**src/rtl/uart_rx_pkg.sv**
```systemverilog
// Shared types and defaults for the UART receiver frame sequencer.
package uart_rx_pkg;

  localparam int DEF_DATA_WIDTH = 8;
  localparam int DEF_PRESCALE   = 8;

  typedef enum logic [2:0] {
    IDLE   = 3'd0,
    START  = 3'd1,
    DATA   = 3'd2,
    PARITY = 3'd3,
    STOP   = 3'd4
  } rx_state_e;

endpackage

```
**src/rtl/uart_rx_edge_bit_counter.sv**
```systemverilog
// Per-bit clock counter (wraps at i_edge_last) and data-bit index counter for the UART receiver.
module uart_rx_edge_bit_counter
  import uart_rx_pkg::*;
#(
  parameter int PRESC_W    = 6,
  parameter int BIT_W      = 4,
  parameter int DATA_WIDTH = DEF_DATA_WIDTH
) (
  input  logic               clk,
  input  logic               rst,
  input  logic               i_en,
  input  logic               i_clr,
  input  logic               i_bit_inc,
  input  logic [PRESC_W-1:0] i_edge_last,
  output logic [PRESC_W-1:0] o_edge_cnt,
  output logic [BIT_W-1:0]   o_bit_cnt
);

  localparam logic [BIT_W-1:0] BIT_LAST = BIT_W'(DATA_WIDTH - 1);

  logic [PRESC_W-1:0] r_edge_cnt;
  logic [BIT_W-1:0]   r_bit_cnt;

  // The bit index only advances on a bit boundary and folds back to 0 after the last data bit.
  always_ff @(posedge clk or negedge rst) begin
    if (!rst) begin
      r_edge_cnt <= '0;
      r_bit_cnt  <= '0;
    end else if (i_clr) begin
      r_edge_cnt <= '0;
      r_bit_cnt  <= '0;
    end else if (i_en) begin
      if (r_edge_cnt == i_edge_last) begin
        r_edge_cnt <= '0;
        if (i_bit_inc)
          r_bit_cnt <= (r_bit_cnt == BIT_LAST) ? '0 : r_bit_cnt + BIT_W'(1);
      end else begin
        r_edge_cnt <= r_edge_cnt + PRESC_W'(1);
      end
    end
  end

  assign o_edge_cnt = r_edge_cnt;
  assign o_bit_cnt  = r_bit_cnt;

endmodule

```
**src/rtl/uart_rx_fsm.sv**
```systemverilog
// UART receiver frame sequencer: START/DATA/PARITY/STOP strobes and per-frame result pulse.
// Optional macro UART_RX_BREAK_DET_EN adds a break_det pulse for all-zero frames with a bad stop bit.
module uart_rx_fsm
  import uart_rx_pkg::*;
#(
  parameter int DATA_WIDTH = DEF_DATA_WIDTH,
  parameter int PRESC_W    = 6,
  parameter int BIT_W      = 4
) (
  input  logic               clk,
  input  logic               rst,
  input  logic               rx_in,
  input  logic               par_en,
  input  logic [PRESC_W-1:0] prescale,
  input  logic               sampled_bit,
  input  logic               strt_glitch,
  input  logic               par_err,
  input  logic               stp_err,
  output logic               dat_samp_en,
  output logic [PRESC_W-1:0] edge_cnt,
  output logic [BIT_W-1:0]   bit_cnt,
  output logic               strt_chk_en,
  output logic               deser_en,
  output logic               par_chk_en,
  output logic               stp_chk_en,
  output logic               data_valid,
  output logic               frame_err,
`ifdef UART_RX_BREAK_DET_EN
  output logic               parity_err,
  output logic               break_det
`else
  output logic               parity_err
`endif
);

  rx_state_e          r_state;
  rx_state_e          w_state_next;
  logic [PRESC_W-1:0] r_prescale;
  logic               r_par_en;
  logic               r_par_flag;
  logic               r_data_valid;
  logic               r_frame_err;
  logic               r_parity_err;
  logic               w_start_det;
  logic               w_bit_end;
  logic               w_chk_pt;
  logic               w_last_bit;
  logic               w_frame_end;
  logic [PRESC_W-1:0] w_edge_last;
  logic [PRESC_W-1:0] w_chk_edge;

  assign w_start_det = (r_state == IDLE) && !rx_in;
  assign w_edge_last = r_prescale - PRESC_W'(1);
  assign w_chk_edge  = r_prescale - PRESC_W'(2);
  assign w_bit_end   = (edge_cnt == w_edge_last);
  assign w_chk_pt    = (edge_cnt == w_chk_edge);
  assign w_last_bit  = (bit_cnt == BIT_W'(DATA_WIDTH - 1));
  assign w_frame_end = (r_state == STOP) && w_bit_end;

  uart_rx_edge_bit_counter #(
    .PRESC_W    (PRESC_W),
    .BIT_W      (BIT_W),
    .DATA_WIDTH (DATA_WIDTH)
  ) u_cnt (
    .clk         (clk),
    .rst         (rst),
    .i_en        (r_state != IDLE),
    .i_clr       (r_state == IDLE),
    .i_bit_inc   (r_state == DATA),
    .i_edge_last (w_edge_last),
    .o_edge_cnt  (edge_cnt),
    .o_bit_cnt   (bit_cnt)
  );

  always_ff @(posedge clk or negedge rst) begin
    if (!rst) r_state <= IDLE;
    else      r_state <= w_state_next;
  end

  always_comb begin
    w_state_next = r_state;
    case (r_state)
      IDLE:    if (!rx_in) w_state_next = START;
      START:   if (w_bit_end) w_state_next = strt_glitch ? IDLE : DATA;
      DATA:    if (w_bit_end && w_last_bit) w_state_next = r_par_en ? PARITY : STOP;
      PARITY:  if (w_bit_end) w_state_next = STOP;
      STOP:    if (w_bit_end) w_state_next = IDLE;
      default: w_state_next = IDLE;
    endcase
  end

  always_comb begin
    dat_samp_en = (r_state != IDLE);
    strt_chk_en = 1'b0;
    deser_en    = 1'b0;
    par_chk_en  = 1'b0;
    stp_chk_en  = 1'b0;
    case (r_state)
      START:   strt_chk_en = w_chk_pt;
      DATA:    deser_en    = w_chk_pt;
      PARITY:  par_chk_en  = w_chk_pt;
      STOP:    stp_chk_en  = w_chk_pt;
      default: ;
    endcase
  end

  // Frame configuration is frozen at the start edge so mid-frame input changes are ignored.
  always_ff @(posedge clk or negedge rst) begin
    if (!rst) begin
      r_prescale <= PRESC_W'(DEF_PRESCALE);
      r_par_en   <= 1'b0;
      r_par_flag <= 1'b0;
    end else if (w_start_det) begin
      r_prescale <= prescale;
      r_par_en   <= par_en;
      r_par_flag <= 1'b0;
    end else if ((r_state == PARITY) && w_bit_end) begin
      r_par_flag <= par_err;
    end
  end

`ifdef UART_RX_BREAK_DET_EN
  logic r_all_zero;
  logic r_break_det;

  always_ff @(posedge clk or negedge rst) begin
    if (!rst)                         r_all_zero <= 1'b0;
    else if (w_start_det)             r_all_zero <= 1'b1;
    else if (deser_en && sampled_bit) r_all_zero <= 1'b0;
  end

  always_ff @(posedge clk or negedge rst) begin
    if (!rst) r_break_det <= 1'b0;
    else      r_break_det <= w_frame_end && stp_err && r_all_zero;
  end

  assign break_det = r_break_det;
`else
  logic w_unused;
  assign w_unused = sampled_bit;
  localparam logic r_all_zero = 1'b0;
`endif

  // Stop error outranks a stored parity error; at most one pulse per frame.
  always_ff @(posedge clk or negedge rst) begin
    if (!rst) begin
      r_data_valid <= 1'b0;
      r_frame_err  <= 1'b0;
      r_parity_err <= 1'b0;
    end else begin
      r_data_valid <= w_frame_end && !stp_err && !r_par_flag;
      r_frame_err  <= w_frame_end && stp_err && !r_all_zero;
      r_parity_err <= w_frame_end && !stp_err && r_par_flag;
    end
  end

  assign data_valid = r_data_valid;
  assign frame_err  = r_frame_err;
  assign parity_err = r_parity_err;

endmodule

```
**config.mk**
```make
export PLATFORM = sky130hd
export DESIGN_NAME = uart_rx_fsm
export DESIGN_NICKNAME = d
export VERILOG_FILES = /design/src/rtl/uart_rx_pkg.sv /design/src/rtl/uart_rx_edge_bit_counter.sv /design/src/rtl/uart_rx_fsm.sv
export SDC_FILE = /design/constraint.sdc
export NUM_CORES = 1
export LEC_CHECK = 0
export BUFFER_PORTS_ARGS = -buffer_cell sky130_fd_sc_hd__buf_2
export CAP_MARGIN = 20
export CORE_MARGIN = 2
export CORE_UTILIZATION = 45
export DETAILED_ROUTE_END_ITERATION = 8
export GPL_ROUTABILITY_DRIVEN = 0
export MAX_ROUTING_LAYER = met4
export PLACE_DENSITY = 0.69
export SETUP_SLACK_MARGIN = 0.5
export SYNTH_ARGS = -nofsm -noshare
export SYNTH_HDL_FRONTEND = slang
export SYNTH_HIERARCHICAL = 1
export SYNTH_SLANG_ARGS = --single-unit
```
**constraint.sdc**
```tcl
create_clock -name clk -period 5.1 [get_ports clk]
set_input_delay 0.255 -clock clk [delete_from_list [all_inputs] [get_ports clk]]
set_output_delay 0.255 -clock clk [all_outputs]
set_load 0.005 [all_outputs]
```
==> impl_metrics.toml <==
[global_routing]
grt_usage_pct = 18.8
grt_pass1_vias = 1320
grt_pass1_wl_um = 5930
antenna_found_initial = 0
overflow = 0
grt_max_degree = 25

[detailed_routing]
ant_nets = 0
avgRoutedWirePerCell_um = 13.9
drc = 0
vias_per_cell = 5.42
vias = 1306
wl_um = 3340
drt_pass1_iterations = 4
drtIter0Drc = 44

[synth]
synth.distinct_cells = 44
synth_compound_area_share_pct = 13.7
synth_top_family_by_area = "simple AND/OR/NAND/NOR gates"
yosysWarnings = 6
ys.flop_type = "dfrtp_1"
synth_edf_count = 0
synth_xor_area_share_pct = 15.4
postSynth.asyncResetShare_pct = 100
synthAdderAreaFrac_pct = 3.92
synthMuxAreaShare_pct = 3.52
synthesis.area_um2 = 1600
synth-seq-cells = 24
synth_largest_area_cell = "dfrtp_1"
synth-simple-area-share_pct = 21.1
synth.top_cell.area_share_pct = 36.0
syn-mean-instance-area_um2 = 9.57
yosysMostFrequentCell = "dfrtp_1"
yosys-top-cells-area = "dfrtp_1 (36%), xor2_1 (10%), ha_1 (3.9%), nor2_1 (3.5%), xnor2_1 (3.3%)"
synthCells = 167
ys_seq_area_share_pct = 37.7
synth_common_cells = "dfrtp_1 (23), xor2_1 (19), nor2_1 (15), nand2_1 (13), inv_1 (10)"
synth.net_count = 186

[finish]
stdcell_count = 241
postLayoutCellArea_um2 = 1810
nFillCells = 342
antennaDiodeCount = 0
nets = 215
drive_above_1_share_pct = 23.6
syn2layout_area_growth_pct = 13.0

[timing]
fmax_ghz = 0.353
setup_tns_ns = 0
slew_headroom_pct = 50.3
slew_viol_final = 0
post-route-period-util_pct = 55.5
hold_viol_final = 0
tightest_slew_ns = 0.743
setup_viol = 0
rsz0062_at_grt = "no"
finalClockSkew_ns = 0.0252
finalCriticalPeriod_ns = 2.83

[clock_network]
cts_made_buffers = 3
cts_tree = "done"
insertion_delay_ns = 0.33
h-tree-depth = 1
clock_sinks = 24
path_clk_slew_ns = 0.14
cts-root-buf = "clkbuf_4"
cts_max_path_buffers = 2
cts_setup_buffers = 0

[critical_path]
cp_max_fo = 6
cp-end-kind = "flop"
r2r-start = "r_prescale[0]"
cp.required_ns = 5.33
critPathLaunchType = "flop"
cp.arrival_ns = 3.06
crit_start = "r_prescale[0]"
crit_type = "flop to flop"

[flow_run]
maxCapViolCount = 0

[worst_hold_path]
min_path_type = "input pin to flop"
hp-start = "stp_err"

[floorplan]
die_x_um = 63.6
die_y_um = 63.6
ios = 32
dieArea_um2 = 4040
start_util_pct = 47.5
design.core.area_um2 = 3360
rows = 21

[placed_design]
placed_cells = 236
io_buffers = 30
dp_hpwl_um = 2570
placed_area_um2 = 1770

[power]
total_power_uw = 996
powerDensity_nw_per_um2 = 551
peakVddDrop_v = 0.000255
leakage_nw = 0.815

[outcome]
outcome = "completed"
## sequential cells by signal, indices dropped and copies added (netlist names)
register / cells
frame_err: 1
r_par_en: 1
r_prescale: 6
u_cnt/o_bit_cnt: 4
parity_err: 1
r_state: 3
r_par_flag: 1
u_cnt/o_edge_cnt: 6
data_valid: 1
## worst paths after layout
kind	endpoint	slack, ns	cells past startpoint
min in group asynchronous	u_cnt/o_edge_cnt[2]	0.42	2
hold reg to reg	data_valid	0.48	1
hold / removal	data_valid	0.12	2
setup / recovery	u_cnt/o_bit_cnt[3]	2.27	8
setup reg to reg	u_cnt/o_bit_cnt[3]	2.27	8
max in group asynchronous	r_prescale[3]	4.28	2
## per-layer routing
metal  share of wire, %  GRT usage, %  routed length (µm)
met1                 45          21.4                1510
met2                 50          32.9                1660
met3                3.4          3.04                 112
met4                1.8          7.61                  59
met5                  0             -                   0
## cells by family (layout without fill, tap and decap cells)
kind of cell,count (synthesis),count (layout)
xor+xnor,26,26
flops,24,24
simple gates,60,60
compound gates,30,30
mux,5,5
buf+inv,17,45
fa+ha+maj,5,5
## power by group
| group | switching [mW] | total [mW] | internal [mW] |
|---|---|---|---|
| clock network | 0.0573 | 0.0880 | 0.0306 |
| logic | 0.331 | 0.571 | 0.240 |
| registers | 0.0918 | 0.337 | 0.245 |
| total | 0.480 | 0.996 | 0.515 |
## cell type report
class                   count  area, µm²  share of cell area (%)
flip-flops and latches     24        602                    33.3
clock buffers               4       26.3                    1.46
repair buffers             31        160                    8.87
multi-input cells         126        922                    51.1
well taps                  46       57.6                    3.19
inverters                  10       37.5                    2.08
## timing repair
| action | in CTS | in global routing |
|---|---|---|
| endpoints found under the hold margin | 23 | 0 |
| hold buffers | 1 | 0 |
| gates resized for setup | 0 | 0 |
## placed cells by master (no fill, tap or decap), types with 3 or more instances in the layout
cell type / n
o21ai_0: 4
a211oi_1: 5
xor2_1: 19
buf_2: 30
nor4_1: 3
nand4_1: 3
nor3_1: 6
dfrtp_1: 23
clkbuf_4: 3
inv_1: 10
nand2b_1: 3
mux2_2: 4
a21oi_1: 6
nand2_1: 13
nand3_1: 3
xnor2_1: 6
nor2_1: 15
ha_1: 5
## metrics by stage
step	utilization, %	setup WS, ns	hold slack, ns
global placement	52.6	2.42	0.267
CTS	53.7	2.30	0.108
floorplan	-	2.60	-0.0406
global route	53.7	2.16	0.0969
finish	53.7	2.27	0.117
detailed placement	52.6	2.35	0.273
## critical path: stages (launching register included)
cell and delay (ns):
dfrtp_1 0.46, inv_1 0.14, ha_1 0.19, nor3b_2 0.26, xor2_1 0.27, xor2_1 0.13
or4_1 0.70, nor4_4 0.27, mux2_1 0.34
Note: power is estimated with default switching activity, not from simulation.
